==> src/rtl/play_session_if.sv <==
// Game-session bus between the menu/state FSM, chart ROM and LED renderer
// on one side (master) and play_session_ctrl on the other (slave).
//   master drives: state, song_confirm, red/blue/yellow_button, note_data
//   slave drives : note_addr, beat_idx, beat/hit/miss pulses, score, combo,
//                  misses, finish
interface play_session_if #(
    parameter int BEAT_W  = 8,
    parameter int SCORE_W = 10
);
    logic [1:0]         state;
    logic [1:0]         song_confirm;
    logic               red_button;
    logic               blue_button;
    logic               yellow_button;
    logic [2:0]         note_data;
    logic [BEAT_W+1:0]  note_addr;
    logic [BEAT_W-1:0]  beat_idx;
    logic               beat_pulse;
    logic               hit_pulse;
    logic               miss_pulse;
    logic [SCORE_W-1:0] score;
    logic [SCORE_W-1:0] combo;
    logic [SCORE_W-1:0] misses;
    logic               finish;

    modport master (
        output state, song_confirm, red_button, blue_button, yellow_button, note_data,
        input  note_addr, beat_idx, beat_pulse, hit_pulse, miss_pulse,
               score, combo, misses, finish
    );

    modport slave (
        input  state, song_confirm, red_button, blue_button, yellow_button, note_data,
        output note_addr, beat_idx, beat_pulse, hit_pulse, miss_pulse,
               score, combo, misses, finish
    );
endinterface

==> src/rtl/play_session_ctrl.sv <==
// Play-session controller: remembers the song picked in MENU, and while the
// game is in PLAY walks the song's note chart one beat at a time, judges the
// red/blue/yellow presses against the chart, and keeps score/combo/misses.
// finish is raised once the last beat has closed.
// Ports:
//   clk  system clock
//   rst  asynchronous active-high reset
//   bus  play_session_if slave modport (game state, song confirm, buttons,
//        chart ROM data in; ROM address, beat index, pulses, counters,
//        finish out)
//
// state  | meaning
// -------+--------------------------------------------------------------
// S_IDLE | waiting for PLAY; song selection accepted; press history clear
// S_RUN  | beat divider running, presses collected and judged each beat
// S_DONE | last beat closed; finish high until game leaves PLAY
module play_session_ctrl #(
    parameter int BEAT_DIV = 25_000_000,
    parameter int BEAT_W   = 8,
    parameter int LEN1     = 64,
    parameter int LEN2     = 96,
    parameter int LEN3     = 128,
    parameter int SCORE_W  = 10
) (
    input  logic          clk,
    input  logic          rst,
    play_session_if.slave bus
);
    localparam int                 DIV_W    = $clog2(BEAT_DIV);
    localparam logic [DIV_W-1:0]   DIV_LAST = DIV_W'(BEAT_DIV - 1);
    localparam logic [SCORE_W-1:0] SAT      = '1;
    localparam logic [1:0]         ST_MENU  = 2'd1;
    localparam logic [1:0]         ST_PLAY  = 2'd2;

    typedef enum logic [1:0] {S_IDLE, S_RUN, S_DONE} fsm_t;

    fsm_t               fsm_q, fsm_d;
    logic [1:0]         sel_song_q, sel_song_d;
    logic [1:0]         song_id_q, song_id_d;
    logic [BEAT_W-1:0]  last_idx_q, last_idx_d;
    logic [BEAT_W-1:0]  beat_idx_q, beat_idx_d;
    logic [DIV_W-1:0]   div_q, div_d;
    logic [SCORE_W-1:0] score_q, score_d;
    logic [SCORE_W-1:0] combo_q, combo_d;
    logic [SCORE_W-1:0] misses_q, misses_d;
    logic [2:0]         mask_q, mask_d;
    logic [2:0]         prev_q, prev_d;
    logic [2:0]         note_q, note_d;

    logic [2:0] btn;
    logic [2:0] rise;
    logic [2:0] eff_mask;
    logic       beat_close;
    logic       judge_hit;
    logic       judge_miss;

    // Storing len-1 keeps the end-of-song compare in BEAT_W bits even when a
    // song is the full 2^BEAT_W beats long.
    function automatic logic [BEAT_W-1:0] last_of(input logic [1:0] id);
        case (id)
            2'd2:    last_of = BEAT_W'(LEN2 - 1);
            2'd3:    last_of = BEAT_W'(LEN3 - 1);
            default: last_of = BEAT_W'(LEN1 - 1);
        endcase
    endfunction

    function automatic logic [SCORE_W-1:0] sat_inc(input logic [SCORE_W-1:0] v);
        sat_inc = (v == SAT) ? v : v + SCORE_W'(1);
    endfunction

    always_comb begin
        fsm_d      = fsm_q;
        sel_song_d = sel_song_q;
        song_id_d  = song_id_q;
        last_idx_d = last_idx_q;
        beat_idx_d = beat_idx_q;
        div_d      = div_q;
        score_d    = score_q;
        combo_d    = combo_q;
        misses_d   = misses_q;
        mask_d     = mask_q;
        prev_d     = prev_q;
        // The ROM word is re-registered every cycle; by the beat close it has
        // long since settled on the current beat's address.
        note_d     = bus.note_data;
        btn        = {bus.yellow_button, bus.blue_button, bus.red_button};
        rise       = btn & ~prev_q;
        // A press landing on the close cycle itself still belongs to this beat.
        eff_mask   = mask_q | rise;
        beat_close = 1'b0;
        judge_hit  = 1'b0;
        judge_miss = 1'b0;

        case (fsm_q)
            S_IDLE: begin
                prev_d = '0;
                mask_d = '0;
                if (bus.state == ST_MENU && bus.song_confirm != 2'd0) begin
                    sel_song_d = bus.song_confirm;
                end
                if (bus.state == ST_PLAY) begin
                    fsm_d      = S_RUN;
                    song_id_d  = sel_song_q;
                    last_idx_d = last_of(sel_song_q);
                    beat_idx_d = '0;
                    div_d      = '0;
                    score_d    = '0;
                    combo_d    = '0;
                    misses_d   = '0;
                end
            end
            S_RUN: begin
                if (bus.state != ST_PLAY) begin
                    // Abort: counters are left as they were for the renderer.
                    fsm_d = S_IDLE;
                end else begin
                    prev_d = btn;
                    if (div_q == DIV_LAST) begin
                        beat_close = 1'b1;
                        div_d      = '0;
                        mask_d     = '0;
                        if (note_q != 3'b000) begin
                            if (eff_mask == note_q) begin
                                judge_hit = 1'b1;
                                score_d   = sat_inc(score_q);
                                combo_d   = sat_inc(combo_q);
                            end else begin
                                judge_miss = 1'b1;
                                misses_d   = sat_inc(misses_q);
                                combo_d    = '0;
                            end
                        end
                        if (beat_idx_q == last_idx_q) begin
                            fsm_d = S_DONE;
                        end else begin
                            beat_idx_d = beat_idx_q + BEAT_W'(1);
                        end
                    end else begin
                        div_d  = div_q + DIV_W'(1);
                        mask_d = eff_mask;
                    end
                end
            end
            S_DONE: begin
                if (bus.state != ST_PLAY) begin
                    fsm_d = S_IDLE;
                end
            end
            default: fsm_d = S_IDLE;
        endcase
    end

    always_ff @(posedge clk or posedge rst) begin
        if (rst) begin
            fsm_q      <= S_IDLE;
            sel_song_q <= 2'd1;
            song_id_q  <= 2'd0;
            last_idx_q <= '0;
            beat_idx_q <= '0;
            div_q      <= '0;
            score_q    <= '0;
            combo_q    <= '0;
            misses_q   <= '0;
            mask_q     <= '0;
            prev_q     <= '0;
            note_q     <= '0;
        end else begin
            fsm_q      <= fsm_d;
            sel_song_q <= sel_song_d;
            song_id_q  <= song_id_d;
            last_idx_q <= last_idx_d;
            beat_idx_q <= beat_idx_d;
            div_q      <= div_d;
            score_q    <= score_d;
            combo_q    <= combo_d;
            misses_q   <= misses_d;
            mask_q     <= mask_d;
            prev_q     <= prev_d;
            note_q     <= note_d;
        end
    end

    assign bus.note_addr  = {song_id_q, beat_idx_q};
    assign bus.beat_idx   = beat_idx_q;
    assign bus.beat_pulse = beat_close;
    assign bus.hit_pulse  = judge_hit;
    assign bus.miss_pulse = judge_miss;
    assign bus.score      = score_q;
    assign bus.combo      = combo_q;
    assign bus.misses     = misses_q;
    assign bus.finish     = (fsm_q == S_DONE);
endmodule

==> src/flat_wrapper.sv <==
// flat-port wrapper written by rule: the top's interface ports become plain ports
module play_session_ctrl_flat 
#(
    parameter int BEAT_DIV = 25_000_000,
    parameter int BEAT_W   = 8,
    parameter int LEN1     = 64,
    parameter int LEN2     = 96,
    parameter int LEN3     = 128,
    parameter int SCORE_W  = 10
)
  (clk, rst, bus_state, bus_song_confirm, bus_red_button, bus_blue_button, bus_yellow_button, bus_note_data, bus_note_addr, bus_beat_idx, bus_beat_pulse, bus_hit_pulse, bus_miss_pulse, bus_score, bus_combo, bus_misses, bus_finish);
  play_session_if #(.BEAT_W(BEAT_W), .SCORE_W(SCORE_W)) bus_i ();
  input  logic clk;
  input  logic rst;
  input wire logic [$bits(bus_i.state)-1:0] bus_state;
  input wire logic [$bits(bus_i.song_confirm)-1:0] bus_song_confirm;
  input wire logic [$bits(bus_i.red_button)-1:0] bus_red_button;
  input wire logic [$bits(bus_i.blue_button)-1:0] bus_blue_button;
  input wire logic [$bits(bus_i.yellow_button)-1:0] bus_yellow_button;
  input wire logic [$bits(bus_i.note_data)-1:0] bus_note_data;
  output wire logic [$bits(bus_i.note_addr)-1:0] bus_note_addr;
  output wire logic [$bits(bus_i.beat_idx)-1:0] bus_beat_idx;
  output wire logic [$bits(bus_i.beat_pulse)-1:0] bus_beat_pulse;
  output wire logic [$bits(bus_i.hit_pulse)-1:0] bus_hit_pulse;
  output wire logic [$bits(bus_i.miss_pulse)-1:0] bus_miss_pulse;
  output wire logic [$bits(bus_i.score)-1:0] bus_score;
  output wire logic [$bits(bus_i.combo)-1:0] bus_combo;
  output wire logic [$bits(bus_i.misses)-1:0] bus_misses;
  output wire logic [$bits(bus_i.finish)-1:0] bus_finish;
  assign bus_i.state = bus_state;
  assign bus_i.song_confirm = bus_song_confirm;
  assign bus_i.red_button = bus_red_button;
  assign bus_i.blue_button = bus_blue_button;
  assign bus_i.yellow_button = bus_yellow_button;
  assign bus_i.note_data = bus_note_data;
  assign bus_note_addr = bus_i.note_addr;
  assign bus_beat_idx = bus_i.beat_idx;
  assign bus_beat_pulse = bus_i.beat_pulse;
  assign bus_hit_pulse = bus_i.hit_pulse;
  assign bus_miss_pulse = bus_i.miss_pulse;
  assign bus_score = bus_i.score;
  assign bus_combo = bus_i.combo;
  assign bus_misses = bus_i.misses;
  assign bus_finish = bus_i.finish;
  play_session_ctrl #(.BEAT_DIV(BEAT_DIV), .BEAT_W(BEAT_W), .LEN1(LEN1), .LEN2(LEN2), .LEN3(LEN3), .SCORE_W(SCORE_W)) u_core (.clk(clk), .rst(rst), .bus(bus_i));
endmodule
==> config.mk <==
export PLATFORM = sky130hd
export DESIGN_NAME = play_session_ctrl_flat
export DESIGN_NICKNAME = d
export VERILOG_FILES = /design/src/rtl/play_session_if.sv /design/src/rtl/play_session_ctrl.sv /design/src/flat_wrapper.sv
export SDC_FILE = /design/constraint.sdc
export NUM_CORES = 1
export LEC_CHECK = 0
export CAP_MARGIN = 20
export CORE_ASPECT_RATIO = 0.75
export CORE_UTILIZATION = 55
export DETAILED_ROUTE_END_ITERATION = 7
export GPL_TIMING_DRIVEN = 0
export PLACE_DENSITY = 0.8
export SLEW_MARGIN = 20
export SYNTH_ARGS = -nofsm -noshare
export SYNTH_HDL_FRONTEND = slang
export SYNTH_SLANG_ARGS = --single-unit
==> constraint.sdc <==
create_clock -name clk -period 3.3 [get_ports clk]
set_input_delay 0.66 -clock clk [delete_from_list [all_inputs] [get_ports clk]]
set_output_delay 0.66 -clock clk [all_outputs]
set_load 0.03 [all_outputs]
* After elaboration in Yosys (flattened, before gate mapping)
Cells that the tools add are included.
Word-level totals: bits in registers 86, bits of input ports 12, output and inout port bits 52, logic and storage cells 113
Operators by class: add/subtract/negate cells 5, equality and inequality tests 26, muxes and demuxes 53, bitwise logic cells 3, reduce and logical (&&, ||, !) cells 14
Operator list (count):
- 10-bit 2-to-1 mux | 16
- 25-bit 2-to-1 mux | 3
- 10-bit case mux with 2 select lines | 3
- 25-bit case mux with 2 select lines | 1
- 8-bit 2-to-1 mux | 4
- 10-bit by 1-bit adder with 10-bit output (second input constant) | 3
- 10-bit == test (second input constant) | 3
- 25-bit by 1-bit adder with 25-bit output (second input constant) | 1
- 25-bit == test (second input constant) | 1
- 8-bit case mux with 2 select lines | 1
- 7-bit case mux with 2 select lines | 1
- 7-bit AND reduction | 2
- 1-bit 2-to-1 mux | 13
- 2-bit != test (second input constant) | 6
- 3-bit case mux with 2 select lines | 2
- 2-bit 2-to-1 mux | 5
- 2-bit by 1-bit != test with 1-bit output (second input constant) | 5
- 3-bit 2-to-1 mux | 3
- 8-bit by 1-bit adder with 8-bit output (second input constant) | 1
- 2-bit == test (second input constant) | 4
- 8-bit == test | 1
- 3-bit by 1-bit != test with 1-bit output (second input constant) | 2
- 2-bit case mux with 3 select lines | 1
- 2-bit AND reduction | 3
- other kinds (14) | 16

* Longest topological paths before layout
depth in word-level cells 9, mapped depth 9

* Least setup slack after synthesis
OpenSTA, ideal clock, no wires.
path kind input -> output, start in bus_state[0], end out bus_miss_pulse, arrival time 2.377 ns, data required time 2.640 ns, setup slack 0.263 ns, stages on the path 8, path buffers 3, cell sequence nand2b_1 -> clkbuf_2 -> or2_2 -> clkbuf_1 -> nor2_1 -> o311ai_0 -> clkbuf_1 -> nor2_1
On the way: longest elaborated chain between the ends 3
Ends and longest elaborated chain:
- start, declared | RTL line flat_wrapper.sv:15 | input wire logic [$bits(bus_i.state)-1:0] bus_state;
- 2-bit != test | RTL line play_session_ctrl.sv:113 | if (bus.state != ST_PLAY) begin
- 1-bit 2-to-1 mux | RTL line play_session_ctrl.sv:113
- 1-bit 2-to-1 mux | RTL line play_session_ctrl.sv:94 | case (fsm_q)
- end, declared | RTL line flat_wrapper.sv:25 | output wire logic [$bits(bus_i.miss_pulse)-1:0] bus_miss_pulse;
No other way between the ends.

* Worst setup path in the final report
start reg u_core.div_q[7], end out bus_hit_pulse
On the way: longest elaborated chain between the ends 4
Ends and longest elaborated chain:
- start, declared | RTL line play_session_ctrl.sv:42 | logic [DIV_W-1:0] div_q, div_d;
- start signal, assigned | RTL line play_session_ctrl.sv:173 | div_q <= div_d;
- 25-bit == test | RTL line play_session_ctrl.sv:118 | if (div_q == DIV_LAST) begin
- 1-bit 2-to-1 mux | RTL line play_session_ctrl.sv:118
- 1-bit 2-to-1 mux | RTL line play_session_ctrl.sv:113
- 1-bit 2-to-1 mux | RTL line play_session_ctrl.sv:94
- end, declared | RTL line flat_wrapper.sv:24 | output wire logic [$bits(bus_i.hit_pulse)-1:0] bus_hit_pulse;
No other way between the ends.

==> results_tabular.tex <==
\begin{tabular}{lr}
\hline
Metric & Value \\
\hline
\multicolumn{2}{l}{\textbf{Floorplanning}} \\
\quad Die X-Extent & $\sim$110 µm \\
\quad \# IOs & 64 \\
\quad Initial Util & 0.571 \\
\quad Cell Rows & 28 \\
\quad Die footprint & $\sim$8600 µm² \\
\quad DIE HEIGHT & 80.7 µm \\
\quad Placeable core area & 7950 µm² \\
\multicolumn{2}{l}{\textbf{Routing}} \\
\quad Number of nets with antenna violations after detailed routing & 0 \\
\quad Number of DRC violations after detailed routing & 0 \\
\quad Final Routed Wirelength & 12000 µm \\
\quad DR WL/cell & 17.5 µm \\
\quad Via total after detailed routing & 4302 \\
\quad Routed via count divided by cell count & 6.25 \\
\quad Iteration count of the initial detailed-routing pass & 7 \\
\quad DRT iter0 DRCs & 368 \\
\multicolumn{2}{l}{\textbf{Logic synthesis}} \\
\quad Count of flip-flops with a built-in enable after synthesis & 0 \\
\quad Warning count from the yosys run & 0 \\
\quad Synth Cell Area & 4540 µm² \\
\quad Post-Synthesis Cells & 499 \\
\quad Synthesized flop and latch total & 81 \\
\quad Sequential area share after synthesis & 0.447 \\
\quad Avg Inst Size Synth & 9.10 µm² \\
\quad Async SR Flop Fraction & 1.00 \\
\quad Syn nets & 516 \\
\quad Post-synthesis cell type count & 58 \\
\quad Leading register cell type out of synthesis & sky130\_fd\_sc\_hd\_\_dfrtp\_1 \\
\multicolumn{2}{l}{\textbf{Clock network}} \\
\quad CTS HTree Levels & 3 \\
\quad Clock latency on the worst-skew pair & 360 ps \\
\quad Cell at the root of the clock tree & sky130\_fd\_sc\_hd\_\_clkbuf\_8 \\
\quad Clock transition at path regs & roughly 80 ps \\
\quad CTS tree & done \\
\quad Clk buf depth & 2 \\
\quad Number of sinks driven by the clock tree & 81 \\
\quad Cts hold-fix bufs & 0 \\
\quad Number of buffers inserted during clock tree synthesis & 9 \\
\multicolumn{2}{l}{\textbf{Setup path}} \\
\quad Worst Path Max Fanout & 7 \\
\quad Endpoint arrival time on the critical path & 2600 ps \\
\quad Worst Path Class, Setup & reg2out \\
\quad Register-to-register setup slack & 570 ps \\
\quad Critical path required time & 2640 ps \\
\quad Kind of end point of the critical path & output port \\
\quad Type of origin of the critical path & flop \\
\quad Last element of the critical path & bus\_hit\_pulse \\
\quad Worst Setup SP & u\_core.div\_q[7]\$\_DFFE\_PP0P\_ \\
\quad Reg-to-reg startpoint & u\_core.div\_q[21]\$\_DFFE\_PP0P\_ \\
\quad Cell count of the worst reg-to-reg path & 8 \\
\quad R2R Path End & u\_core.div\_q[23]\$\_DFFE\_PP0P\_ \\
\multicolumn{2}{l}{\textbf{Layout}} \\
\quad Most common cell after layout, fill and taps aside & sky130\_fd\_sc\_hd\_\_dfrtp\_1 \\
\quad Post-route cell area & 5630 µm² \\
\quad Core Util, Final & 0.708 \\
\quad Final-stage net count & about 600 \\
\quad Highest-count cells in the layout ignoring fill and taps & sky130\_fd\_sc\_hd\_\_dfrtp\_1 (77), sky130\_fd\_sc\_hd\_\_clkdlybuf4s50\_1 (59), sky130\_fd\_sc\_hd\_\_nor2\_1 (50), sky130\_fd\_sc\_hd\_\_nand2\_1 (50), sky130\_fd\_sc\_hd\_\_nand3\_1 (35) \\
\quad Post-synthesis to final-layout area growth & 24.0\% \\
\quad Number of inserted diodes & 0 \\
\quad Final standard cell count with taps included and fillers excluded & 688 \\
\quad Fraction of layout cells with a size suffix above 1 & 0.120 \\
\quad Number of filler cells placed in the layout & 640 \\
\multicolumn{2}{l}{\textbf{STA}} \\
\quad Clock Skew & about 13 ps \\
\quad Slew at the pin closest to its max-slew limit & 1100 ps \\
\quad Relative slew slack & 0.260 \\
\quad Minimum period implied by the final worst setup slack & 3260 ps \\
\quad Number of failing setup endpoints in the final timing report & 0 \\
\quad Final Max Slew Viols & 0 \\
\quad Final clock period utilization by the worst path & 0.987 \\
\quad Hold Vio Cnt, Final & 0 \\
\quad Maximum clock rate & 307 MHz \\
\multicolumn{2}{l}{\textbf{Global route}} \\
\quad GR Overflow Total & 0 \\
\quad Pin count of the biggest net entering global routing & around 50 \\
\quad Global-route usage over all layers & 0.289 \\
\quad Number of antenna violations at the first check in global routing & 0 \\
\quad First-pass GRT wire length & 19200 µm \\
\quad Number of global-route vias before repair & 3867 \\
\multicolumn{2}{l}{\textbf{Placed design}} \\
\quad HPWL after detailed placement & 8550 µm \\
\quad Placed cell areas & 5330 µm² \\
\quad RePlAce Congestion & 0.840 \\
\quad Count of buffers from port buffering & 63 \\
\quad Number of placed instances with taps included & 668 \\
\multicolumn{2}{l}{\textbf{Pwr}} \\
\quad Total power density per cell area & around 350 nW/µm² \\
\quad Max IR drop VDD & $\sim$0.00026 V \\
\quad Leakage power & 0.00238 µW \\
\multicolumn{2}{l}{\textbf{Job}} \\
\quad Maximum capacitance violations & 0 \\
\multicolumn{2}{l}{\textbf{Min path}} \\
\quad Path category of the worst min-delay check & reg2reg \\
\quad Hold path cells & 2 \\
\multicolumn{2}{l}{\textbf{Status}} \\
\quad Status & finished clean \\
\hline
\end{tabular}
==> metrics by stage <==
step                setup TNS, ps  setup WS, ps  power [µW]  hold slack [ps]
floorplan                       0           263        1230              453
global placement           -59760          -980        1320              458
detailed placement          -3340         -1090        1340              475
CTS                             0          26.7        1990              494
global route                -31.3         -31.3        2070              514
finish                          0          41.9        1990              492
==> critical path, cell delays in order, from the launching register on <==
cell and delay [ps]:
sky130_fd_sc_hd__dfrtp_1 480, sky130_fd_sc_hd__and4b_2 320, sky130_fd_sc_hd__nand4_2 100, sky130_fd_sc_hd__or2_1 250, sky130_fd_sc_hd__buf_6 130, sky130_fd_sc_hd__or4_1 540
sky130_fd_sc_hd__buf_6 160, sky130_fd_sc_hd__nor2_2 120, sky130_fd_sc_hd__buf_6 140
==> where the power goes <==
group	internal (µW)	switching (µW)	total [µW]	leakage, µW
Sequential	1030	36.0	1060	0.00109
Combinational	98.8	166	265	0.00121
Clock	292	369	661	0.0000813
Total	1420	571	1990	0.00238
==> synthesized netlist by cell type, types with 4 or more instances <==
| library cell | count | area, µm² |
|---|---|---|
| sky130_fd_sc_hd__dfrtp_1 | 80 | 2000 |
| sky130_fd_sc_hd__nor2_1 | 52 | 195 |
| sky130_fd_sc_hd__nand2_1 | 50 | 188 |
| sky130_fd_sc_hd__nand3_1 | 35 | 175 |
| sky130_fd_sc_hd__a21oi_1 | 24 | 120 |
| sky130_fd_sc_hd__o21ai_0 | 19 | 95.1 |
| sky130_fd_sc_hd__nand4_1 | 16 | 100 |
| sky130_fd_sc_hd__and3_1 | 15 | 93.8 |
| sky130_fd_sc_hd__clkbuf_1 | 15 | 56.3 |
| sky130_fd_sc_hd__xor2_1 | 13 | 114 |
| sky130_fd_sc_hd__a31oi_1 | 12 | 75.1 |
| sky130_fd_sc_hd__or4_1 | 11 | 82.6 |
| sky130_fd_sc_hd__xnor2_1 | 11 | 96.3 |
| sky130_fd_sc_hd__nor3_1 | 10 | 50.1 |
| sky130_fd_sc_hd__a41oi_1 | 9 | 78.8 |
| sky130_fd_sc_hd__buf_4 | 9 | 67.6 |
| sky130_fd_sc_hd__nand2b_1 | 9 | 56.3 |
| sky130_fd_sc_hd__inv_1 | 8 | 30.0 |
| sky130_fd_sc_hd__nor2b_1 | 8 | 50.1 |
| sky130_fd_sc_hd__o211ai_1 | 8 | 60.1 |
| sky130_fd_sc_hd__or3_1 | 8 | 50.1 |
| sky130_fd_sc_hd__and2_1 | 7 | 43.8 |
| sky130_fd_sc_hd__nor4_1 | 7 | 43.8 |
| sky130_fd_sc_hd__ha_1 | 5 | 62.6 |
| sky130_fd_sc_hd__a22o_1 | 4 | 35.0 |
| sky130_fd_sc_hd__o21a_1 | 4 | 30.0 |
==> registers in the layout, indices dropped and copies added (netlist names) <==
register             count
u_core.bus.misses       10
u_core.note_q            3
u_core.mask_q            3
u_core.bus.beat_idx      8
u_core.sel_song_q        2
u_core.fsm_q             2
u_core.div_q            25
u_core.bus.score        10
u_core.prev_q            3
u_core.song_id_q         2
u_core.bus.combo        10
u_core.last_idx_q        3
==> cell families after synthesis <==
kind of cell             synth area share
buffers and inverters              0.0463
AND/OR/NAND/NOR                     0.297
AO/OA/AOI/OAI                       0.141
XOR/XNOR                           0.0463
adder cells (fa/ha/maj)            0.0138
flip-flops                          0.447
multiplexers                      0.00909
==> routing by layer <==
| layer | global-route usage | vias to the layer above | share of wire | routed length, µm |
|---|---|---|---|---|
| met1 | 0.416 | 2103 | 0.46 | 5520 |
| li1 | - | 1972 | - | - |
| met2 | 0.431 | 205 | 0.45 | 5450 |
| met3 | 0.0633 | 22 | 0.073 | 880 |
| met5 | 0 | - | 0 | 0 |
| met4 | 0.0986 | 0 | 0.016 | 187 |
==> worst min path at each step <==
stage	startpoint	endpoint
6_report	u_core.song_id_q[0]$_DFFE_PP0P_	u_core.song_id_q[0]$_DFFE_PP0P_
5_1_grt	u_core.song_id_q[0]$_DFFE_PP0P_	u_core.song_id_q[0]$_DFFE_PP0P_
4_1_cts	u_core.song_id_q[0]$_DFFE_PP0P_	u_core.song_id_q[0]$_DFFE_PP0P_
3_5_place_dp	u_core.song_id_q[0]$_DFFE_PP0P_	u_core.song_id_q[0]$_DFFE_PP0P_
3_3_place_gp	u_core.song_id_q[1]$_DFFE_PP0P_	u_core.song_id_q[1]$_DFFE_PP0P_
2_1_floorplan	u_core.sel_song_q[1]$_DFFE_PP0P_	u_core.last_idx_q[5]$_DFFE_PP0P_
==> area by class of cell <==
type	count	area (µm²)	area share
Tap cell	105	131	0.0233
Clock inverter	5	32.5	0.00578
Timing Repair Buffer	69	699	0.124
Inverter	8	32.5	0.00578
Buffer	30	200	0.0355
Sequential cell	81	2030	0.361
Clock buffer	11	141	0.0251
Multi-Input combinational cell	379	2360	0.419
==> what timing repair did <==
| action | CTS | global route |
|---|---|---|
| pin swaps | 1 | 4 |
| setup endpoints to repair | 3 | 3 |
| cloned | 0 | 0 |
| setup buffers | 3 | 2 |
| gates resized for setup | 24 | 19 |
(Power assumes the default switching activity.)
